`src/rtl/battle_sequencer_if.sv`:
```
// Phase-handshake bundle between the battle sequencer (master) and the
// video timing, start button and phase responders (slave).
interface battle_sequencer_if;
  logic [10:0] hcount_in;
  logic [9:0]  vcount_in;
  logic        start_in;
  logic        player_finished_in;
  logic [7:0]  player_damage_in;
  logic        enemy_finished_in;
  logic [7:0]  enemy_damage_in;
  logic [3:0]  state_out;
  logic [7:0]  player_hp_out;
  logic [7:0]  enemy_hp_out;
  logic [7:0]  turn_count_out;
  logic        error_out;

  modport master (
    input  hcount_in, vcount_in, start_in,
    input  player_finished_in, player_damage_in,
    input  enemy_finished_in, enemy_damage_in,
    output state_out, player_hp_out, enemy_hp_out, turn_count_out, error_out
  );

  modport slave (
    output hcount_in, vcount_in, start_in,
    output player_finished_in, player_damage_in,
    output enemy_finished_in, enemy_damage_in,
    input  state_out, player_hp_out, enemy_hp_out, turn_count_out, error_out
  );
endinterface

```
`src/rtl/battle_sequencer.sv`:
```
// Battle turn controller: sequences player/enemy attack phases on frame
// ticks, applies reported damage to HP and decides win/lose.
// Optional macro BATTLE_TIMEOUT_EN adds a per-phase frame watchdog that
// sends the FSM to a sticky ERROR state.
module battle_sequencer #(
  parameter logic [7:0] PLAYER_HP_INIT = 8'd100,
  parameter logic [7:0] ENEMY_HP_INIT  = 8'd100,
  parameter int         TIMEOUT_FRAMES = 600
) (
  input  logic              clk,
  input  logic              rst,
  battle_sequencer_if.master bus
);

  typedef enum logic [3:0] {
    S_IDLE   = 4'b0000,
    S_PLAYER = 4'b0001,
    S_ENEMY  = 4'b0010,
    S_CHECK  = 4'b0011,
    S_WIN    = 4'b0100,
    S_LOSE   = 4'b0101,
    S_ERROR  = 4'b1111
  } state_t;

  state_t     r_state, w_state_nxt;
  logic [7:0] r_php, w_php_nxt;
  logic [7:0] r_ehp, w_ehp_nxt;
  logic [7:0] r_turn, w_turn_nxt;
  logic       r_start_prev;
  logic       r_arm, w_arm_nxt;
  logic       r_last_player, w_last_player_nxt;  // 1: last phase was PLAYER

  logic w_start_edge, w_tick, w_in_phase, w_fin, w_accept;

`ifdef BATTLE_TIMEOUT_EN
  localparam int FW = ($clog2(TIMEOUT_FRAMES + 1) > 10) ? $clog2(TIMEOUT_FRAMES + 1) : 10;
  localparam logic [FW-1:0] TO_LIM = FW'(TIMEOUT_FRAMES);
  logic [FW-1:0] r_frames, w_frames_nxt;
  logic          r_err, w_err_nxt;
`else
  logic w_unused_timeout;
  assign w_unused_timeout = (TIMEOUT_FRAMES > 0);
`endif

  assign w_start_edge = bus.start_in & ~r_start_prev;
  assign w_tick       = (bus.hcount_in == 11'd0) && (bus.vcount_in == 10'd0);
  assign w_in_phase   = (r_state == S_PLAYER) || (r_state == S_ENEMY);
  assign w_fin        = (r_state == S_PLAYER) ? bus.player_finished_in : bus.enemy_finished_in;
  // arm is only set after seeing the flag low, so a stale flag is never taken
  assign w_accept     = w_in_phase & r_arm & w_fin;

  // State register and datapath registers
  always_ff @(posedge clk) begin
    if (rst) begin
      r_state       <= S_IDLE;
      r_php         <= PLAYER_HP_INIT;
      r_ehp         <= ENEMY_HP_INIT;
      r_turn        <= 8'd0;
      r_start_prev  <= 1'b1;
      r_arm         <= 1'b0;
      r_last_player <= 1'b0;
`ifdef BATTLE_TIMEOUT_EN
      r_frames      <= '0;
      r_err         <= 1'b0;
`endif
    end else begin
      r_state       <= w_state_nxt;
      r_php         <= w_php_nxt;
      r_ehp         <= w_ehp_nxt;
      r_turn        <= w_turn_nxt;
      r_start_prev  <= bus.start_in;
      r_arm         <= w_arm_nxt;
      r_last_player <= w_last_player_nxt;
`ifdef BATTLE_TIMEOUT_EN
      r_frames      <= w_frames_nxt;
      r_err         <= w_err_nxt;
`endif
    end
  end

  // Next-state, HP update and phase bookkeeping
  always_comb begin
    w_state_nxt       = r_state;
    w_php_nxt         = r_php;
    w_ehp_nxt         = r_ehp;
    w_turn_nxt        = r_turn;
    w_arm_nxt         = r_arm;
    w_last_player_nxt = r_last_player;
`ifdef BATTLE_TIMEOUT_EN
    w_frames_nxt      = r_frames;
    w_err_nxt         = r_err;
`endif
    case (r_state)
      S_IDLE: begin
        if (w_start_edge) begin
          w_php_nxt         = PLAYER_HP_INIT;
          w_ehp_nxt         = ENEMY_HP_INIT;
          w_turn_nxt        = 8'd0;
          w_last_player_nxt = 1'b0;
          w_state_nxt       = S_CHECK;
        end
      end
      S_PLAYER, S_ENEMY: begin
        if (!w_fin) w_arm_nxt = 1'b1;
        if (w_accept) begin
          if (r_state == S_PLAYER) begin
            w_ehp_nxt         = (bus.player_damage_in >= r_ehp) ? 8'd0 : r_ehp - bus.player_damage_in;
            w_last_player_nxt = 1'b1;
          end else begin
            w_php_nxt         = (bus.enemy_damage_in >= r_php) ? 8'd0 : r_php - bus.enemy_damage_in;
            w_last_player_nxt = 1'b0;
            w_turn_nxt        = (r_turn == 8'hFF) ? 8'hFF : r_turn + 8'd1;
          end
          w_state_nxt = S_CHECK;
        end
`ifdef BATTLE_TIMEOUT_EN
        else begin
          // accept has priority over an expiring watchdog
          w_frames_nxt = r_frames + {{(FW-1){1'b0}}, w_tick};
          if (w_frames_nxt >= TO_LIM) begin
            w_state_nxt = S_ERROR;
            w_err_nxt   = 1'b1;
          end
        end
`endif
      end
      S_CHECK: begin
        if (r_ehp == 8'd0)      w_state_nxt = S_WIN;
        else if (r_php == 8'd0) w_state_nxt = S_LOSE;
        else if (w_tick) begin
          w_state_nxt = r_last_player ? S_ENEMY : S_PLAYER;
          w_arm_nxt   = 1'b0;
`ifdef BATTLE_TIMEOUT_EN
          w_frames_nxt = '0;
`endif
        end
      end
      S_WIN, S_LOSE: begin
        if (w_start_edge) w_state_nxt = S_IDLE;
      end
      S_ERROR: w_state_nxt = S_ERROR;
      default: w_state_nxt = S_IDLE;
    endcase
  end

  assign bus.state_out      = r_state;
  assign bus.player_hp_out  = r_php;
  assign bus.enemy_hp_out   = r_ehp;
  assign bus.turn_count_out = r_turn;
`ifdef BATTLE_TIMEOUT_EN
  assign bus.error_out      = r_err;
`else
  assign bus.error_out      = 1'b0;
`endif

endmodule

```
`src/flat_wrapper.sv`:
```
// flat-port wrapper written by rule: the top's interface ports become plain ports
module battle_sequencer_flat 
#(
  parameter logic [7:0] PLAYER_HP_INIT = 8'd100,
  parameter logic [7:0] ENEMY_HP_INIT  = 8'd100,
  parameter int         TIMEOUT_FRAMES = 600
)
  (clk, rst, bus_hcount_in, bus_vcount_in, bus_start_in, bus_player_finished_in, bus_player_damage_in, bus_enemy_finished_in, bus_enemy_damage_in, bus_state_out, bus_player_hp_out, bus_enemy_hp_out, bus_turn_count_out, bus_error_out);
  battle_sequencer_if bus_i ();
  input  logic clk;
  input  logic rst;
  input wire logic [$bits(bus_i.hcount_in)-1:0] bus_hcount_in;
  input wire logic [$bits(bus_i.vcount_in)-1:0] bus_vcount_in;
  input wire logic [$bits(bus_i.start_in)-1:0] bus_start_in;
  input wire logic [$bits(bus_i.player_finished_in)-1:0] bus_player_finished_in;
  input wire logic [$bits(bus_i.player_damage_in)-1:0] bus_player_damage_in;
  input wire logic [$bits(bus_i.enemy_finished_in)-1:0] bus_enemy_finished_in;
  input wire logic [$bits(bus_i.enemy_damage_in)-1:0] bus_enemy_damage_in;
  output wire logic [$bits(bus_i.state_out)-1:0] bus_state_out;
  output wire logic [$bits(bus_i.player_hp_out)-1:0] bus_player_hp_out;
  output wire logic [$bits(bus_i.enemy_hp_out)-1:0] bus_enemy_hp_out;
  output wire logic [$bits(bus_i.turn_count_out)-1:0] bus_turn_count_out;
  output wire logic [$bits(bus_i.error_out)-1:0] bus_error_out;
  assign bus_i.hcount_in = bus_hcount_in;
  assign bus_i.vcount_in = bus_vcount_in;
  assign bus_i.start_in = bus_start_in;
  assign bus_i.player_finished_in = bus_player_finished_in;
  assign bus_i.player_damage_in = bus_player_damage_in;
  assign bus_i.enemy_finished_in = bus_enemy_finished_in;
  assign bus_i.enemy_damage_in = bus_enemy_damage_in;
  assign bus_state_out = bus_i.state_out;
  assign bus_player_hp_out = bus_i.player_hp_out;
  assign bus_enemy_hp_out = bus_i.enemy_hp_out;
  assign bus_turn_count_out = bus_i.turn_count_out;
  assign bus_error_out = bus_i.error_out;
  battle_sequencer #(.PLAYER_HP_INIT(PLAYER_HP_INIT), .ENEMY_HP_INIT(ENEMY_HP_INIT), .TIMEOUT_FRAMES(TIMEOUT_FRAMES)) u_core (.clk(clk), .rst(rst), .bus(bus_i));
endmodule
```
`config.mk`:
```
export PLATFORM = sky130hd
export DESIGN_NAME = battle_sequencer_flat
export DESIGN_NICKNAME = d
export VERILOG_FILES = /design/src/rtl/battle_sequencer_if.sv /design/src/rtl/battle_sequencer.sv /design/src/flat_wrapper.sv
export SDC_FILE = /design/constraint.sdc
export NUM_CORES = 1
export LEC_CHECK = 0
export CORE_UTILIZATION = 40
export CTS_CLUSTER_SIZE = 16
export DETAILED_ROUTE_END_ITERATION = 7
export PLACE_DENSITY_LB_ADDON = 0.1
export SLEW_MARGIN = 5
export SYNTH_ARGS = -nofsm -noshare
export SYNTH_HDL_FRONTEND = slang
export SYNTH_SLANG_ARGS = --single-unit
```
`constraint.sdc`:
```
create_clock -name clk -period 4.1 [get_ports clk]
set_input_delay 0.41 -clock clk [delete_from_list [all_inputs] [get_ports clk]]
set_output_delay 0.41 -clock clk [all_outputs]
set_load 0.02 [all_outputs]
```
After elaboration in Yosys (flattened, before gate mapping)
Cells that the tools add are included.

Bits in registers: 31. Input port bits: 42. RAM bits: 0. Logic and storage cells: 81. Bits in read-only memories: 0. Memories: 0. Bits in latches: 0.

Shifts and indexed selects: 0. Multiply operators: 0. Magnitude comparators: 2. Add/sub/neg operators: 3. Bitwise operators: 4. Div/mod/pow operators: 0. Reductions and logical operators: 16. Muxes and demuxes: 32. Eq/ne operators: 17.

Operators with widths (number): two-way mux 8 bit (11); one-hot mux 8 bit (2 select lines) (3); two-way mux 4 bit (6); one-hot mux 4 bit (5 select lines) (1); >= comparator 8 bit (2); logical NOT 8 bit (2); subtractor 8 bit (2); AND reduction 4 bit (3); logical NOT 11 bit (1); logical NOT 10 bit (1); != test 2 x 1 -> 1 bit, second input constant (5); adder 8 x 1 -> 8 bit, second input constant (1); == test 4 x 2 -> 1 bit, second input constant (2); == test 4 x 3 -> 1 bit, second input constant (2); == test 8 bit, second input constant (1); two-way mux 1 bit (8); != test 2 bit, second input constant (4); AND reduction 5 bit (1); == test 4 x 1 -> 1 bit, second input constant (1); == test 4 bit, second input constant (1); logical NOT 4 bit (1); != test 4 x 1 -> 1 bit, second input constant (1); one-hot mux 1 bit (2 select lines) (2); nonzero test 2 bit (2); 7 further kinds (10).

Depth between registers and ports, before layout
Depth after elaboration: 6. Depth in mapped cells: 10.

Least setup slack after synthesis
OpenSTA, ideal clock, no wires.

Path type: reg-to-reg. Start point: register u_core.r_php[0] (netlist: u_core.bus.player_hp_out[0]). End point: register u_core.r_php[7] (netlist: u_core.bus.player_hp_out[7]). Path slack: 1957 ps. Cell stages (with the launch flop): 11. Clock period less this slack: 2143 ps. Data required time: 3983 ps. Arrival: 2025 ps. Cell sequence: dfxtp_1 > inv_1 > ha_1 > inv_1 > fa_1 > a21o_1 > a21o_1 > a21oi_1 > nor3_2 > and3_1 > a32o_1.

Longest elaborated chain between the ends: 5.

Ends and longest elaborated chain: start: declaration (RTL line battle_sequencer.sv:26) `logic [7:0] r_php, w_php_nxt;`; start signal: assignment (RTL line battle_sequencer.sv:68) `r_php <= w_php_nxt;`; subtractor 8 bit / >= comparator 8 bit (equally long branches) (RTL line battle_sequencer.sv:110) `w_php_nxt = (bus.enemy_damage_in >= r_php) ? 8'd0 : r_php - bus.enemy_damage_in;`; two-way mux 8 bit * (RTL line battle_sequencer.sv:110); two-way mux 8 bit * (RTL line battle_sequencer.sv:106) `if (r_state == S_PLAYER) begin`; two-way mux 8 bit * (RTL line battle_sequencer.sv:105) `if (w_accept) begin`; one-hot mux 8 bit (2 select lines) * (RTL line battle_sequencer.sv:93) `case (r_state)`.

Every way passes the cells marked *; elsewhere a longest branch is shown, timed or not. The select of a mux whose other input is x is not followed. A chain may end at the register's enable or synchronous reset.

Worst setup path in the final report
Start point: input port bus_player_damage_in[0]. End point: register u_core.r_ehp[5] (netlist: u_core.bus.enemy_hp_out[5]).

Longest elaborated chain between the ends: 5.

Ends and longest elaborated chain: start: declaration (RTL line flat_wrapper.sv:16) `input wire logic [$bits(bus_i.player_damage_in)-1:0] bus_player_damage_in;`; subtractor 8 bit / >= comparator 8 bit (equally long branches) (RTL line battle_sequencer.sv:107) `w_ehp_nxt = (bus.player_damage_in >= r_ehp) ? 8'd0 : r_ehp - bus.player_damage_in;`; two-way mux 8 bit * (RTL line battle_sequencer.sv:107); two-way mux 8 bit * (RTL line battle_sequencer.sv:106); two-way mux 8 bit * (RTL line battle_sequencer.sv:105); one-hot mux 8 bit (2 select lines) * (RTL line battle_sequencer.sv:93); end signal: assignment (RTL line battle_sequencer.sv:69) `r_ehp <= w_ehp_nxt;`; end: declaration (RTL line battle_sequencer.sv:27) `logic [7:0] r_ehp, w_ehp_nxt;`.

Marked as above.

==> qor.csv <==
stage,metric,value,unit
logic_synthesis,postSynthRegisterBits,31,
drt,number_of_optimization_iterations_in_the_first_detailed_route_pass,4,
logic_synthesis,yosys_warn_count,0,
global_routing,first_global_vias,2100,
die,io_pins,71,
worst_setup_path,type_of_element_capturing_the_critical_path,flip-flop,
die,core.rowCount,26,
logic_synthesis,asyncSetResetFlopFracSynth,0,%
sta,worst-slew-pin-transition,0.496,ns
die,core-area,5270,um^2
logic_synthesis,synth_area_leaders,"dfxtp_1 (28%), ha_1 (9.5%), a21oi_1 (7.1%)",
clock_network,clock-root-buffer,clkbuf_8,
clock_network,clock_tree.buffer_depth,2,
global_routing,largest_net_degree_at_the_start_of_global_routing,30,
global_routing,antenna_found_initial,0,
logic_synthesis,mappedNetlistNets,348,
clock_network,postCtsResizedCells,0,
worst_setup_path,worstSetupPathType,in -> reg,
sta,report.final.setup_viol,0,
run_status,outcome,"finished, final reports clean",
drt,remaining_drc_errors,0,
logic_synthesis,syn_inst,287,
final_layout,num-nets-final,416,
global_routing,gr-total-overflow,0,
job,cap_violations,0,
sta,final-hold-violation-count,0,
clock_network,postCtsSetupRepairBufs,0,
logic_synthesis,leading_cell_type_by_number_of_instances_after_synthesis,a21oi_1,
clock_network,cts-htree-levels,2,
die,design.die.area,5920,um^2
sta,finalCritPeriodShare,58.6,%
logic_synthesis,yosysTopAreaCell,dfxtp_1,
sta,fin_worst_skew,0.00847,ns
logic_synthesis,synth.top_cells.by_count,"a21oi_1 (32), dfxtp_1 (31), nand2_1 (25), nor2_1 (24), inv_1 (22)",
logic_synthesis,synth-edff-count,0,
die,floorplan.initialDensity,42.6,%
worst_setup_path,timing.critical_path.required,4.27,ns
pwr,power-per-cell-area,417,nW/um^2
final_layout,layout.core_utilization,58.2,%
place,globalplace.congestion,0.857,
global_routing,grt_first_pass_wirelength,9.46,mm
global_routing,gr-usage-all-layers,19.6,%
place,place.detailed.instances,418,
logic_synthesis,post_syn_area_per_cell,7.83,um^2
drt,wl_per_cell,13.1,um
sta,finalMaxSlewViolations,0,
place,port-buffer-count,69,
sta,fin_crit,2.40,ns
clock_network,cts.sinks,31,
pwr,power.static_leakage,1.19,nW
logic_synthesis,ys_seq_area_share,27.6,%
drt,postRouteAntennaNets,0,
worst_setup_path,cp.arrival,2.58,ns
die,die_span_x,76.9,um
logic_synthesis,postSynth.topFlopCell,dfxtp_1,
clock_network,post_cts_clock_slew_at_the_launch_and_capture_registers_of_the_worst_setup_and_hold_paths,0.07,ns
clock_network,cts_tree,done,
logic_synthesis,synth_top_area_share,27.6,%
clock_network,clk-insertion-delay-late,0.28,ns
die,dieHeight,76.9,um
clock_network,cts_hold_buffers,0,
logic_synthesis,distinct_cell_type_count_after_synthesis,53,
final_layout,final-instance-count-excl-fill,426,
drt,detailroute.via_count,2294,
sta,timing.slew.headroom,66.7,%
place,detailed_place_hpwl,4.30,mm
final_layout,num-fill-cells,501,
final_layout,antenna_cells_inserted,0,
logic_synthesis,synthesis.area,2250,um^2
clock_network,numCtsBuffers,5,
final_layout,flow.area_growth_from_synthesis,36.6,%
worst_hold_path,hp-class,reg -> reg,
worst_setup_path,critical_path_peak_fanout,4,
sta,tns,0,ns
final_layout,final_layout_size_suffix_gt1_share,5.34,%
pwr,peak_supply_drop,0.248,mV
drt,wire_length_reported_by_the_detailed_router,5.58,mm
drt,detail_route.vias_per_cell,5.38,
worst_setup_path,start_kind,input port,
drt,drt-initial-drc-count,101,
sta,rsz0062_at_grt,no,
sta,peak_freq,0.416,GHz
worst max-delay path, cell delays in order:
cell and delay, ns:
clkdlybuf4s50_1 0.45, ha_1 0.16, inv_1 0.05, fa_1 0.39, a21o_1 0.19, a21o_1 0.20, a21oi_1 0.27, o21bai_1 0.21
nor2_1 0.08, o32a_1 0.15
stage by stage:
step                total power [mW]  hold slack, ns  area [um^2]  setup WS, ns
finish                          1.28           0.499         3070          1.70
global placement                1.05           0.492         2990          1.44
CTS                             1.28           0.498         3070          1.70
detailed placement              1.05           0.488         2990          1.40
global route                    1.37           0.514         3070          1.58
floorplan                      0.859           0.478         2250          1.96
sequential cells by signal (all words and copies together), names as in the netlist:
signal	flops
u_core.bus.state_out	4
u_core.r_arm	1
u_core.bus.player_hp_out	8
u_core.r_last_player	1
u_core.bus.enemy_hp_out	8
u_core.r_start_prev	1
u_core.bus.turn_count_out	8
cells by family (layout without fill, tap and decap cells):
| family | count (synthesis) | after routing | synth area share [%] |
|---|---|---|---|
| AOI/OAI and AO/OA | 87 | 87 | 26.7 |
| xor gates and xnor gates | 10 | 10 | 3.90 |
| buffers and inverters | 31 | 100 | 5.68 |
| DFF | 31 | 31 | 27.6 |
| adders and majority gates | 19 | 19 | 11.3 |
| other | 1 | 1 | 0.167 |
| and+or+nand+nor | 108 | 108 | 24.6 |
where the power goes:
part           internal (mW)  switching [mW]  leakage (nW)
Clock                  0.119           0.113        0.0422
Combinational          0.280           0.366         0.892
Sequential             0.340          0.0590         0.251
Total                  0.739           0.539          1.19
cell usage in the layout (no fill, tap or decap), types with 7 or more instances in the layout:
master,synthesis,layout
clkdlybuf4s50_1,0,69
nor4_1,10,10
a21o_1,7,7
ha_1,17,17
inv_1,22,22
nor2_1,24,24
nor3_1,7,7
nand2_1,25,25
o21ai_0,9,9
nand3_1,9,9
dfxtp_1,31,31
xnor2_1,8,8
a21oi_1,32,32
cell type report:
| cell class | instances | area (um^2) | share of cell area, % |
|---|---|---|---|
| well taps | 70 | 87.6 | 2.85 |
| clock inverters | 1 | 5.00 | 0.163 |
| multi-input cells | 225 | 1500 | 48.8 |
| inverters | 22 | 82.6 | 2.69 |
| repair buffers | 70 | 698 | 22.8 |
| flip-flops and latches | 31 | 621 | 20.2 |
| clock buffers | 7 | 76.3 | 2.49 |
path summary, 6_finish.rpt:
check | depth (start not counted) | startpoint | endpoint | slack [ns]
worst max-delay path | 10 | bus_player_damage_in[0] | u_core.bus.enemy_hp_out[5]$_SDFFE_PP1P_ | 1.70
worst min-delay path | 2 | u_core.bus.enemy_hp_out[3]$_SDFFE_PP0P_ | u_core.bus.enemy_hp_out[3]$_SDFFE_PP0P_ | 0.50
worst max register to register | 10 | u_core.bus.enemy_hp_out[0]$_SDFFE_PP0P_ | u_core.bus.enemy_hp_out[5]$_SDFFE_PP1P_ | 1.86
worst min register to register | 2 | u_core.bus.enemy_hp_out[3]$_SDFFE_PP0P_ | u_core.bus.enemy_hp_out[3]$_SDFFE_PP0P_ | 0.50
metal layers:
layer  global-route usage, %  part of all wire [%]  vias to the layer above
li1                        -                     -                     1183
met1                    26.2                    49                     1051
met2                    31.2                    46                       53
met3                    3.21                   3.6                        7
met4                    7.31                   1.6                        0
met5                       0                     0                        -
No activity file was read; power rests on OpenSTA's default activity.
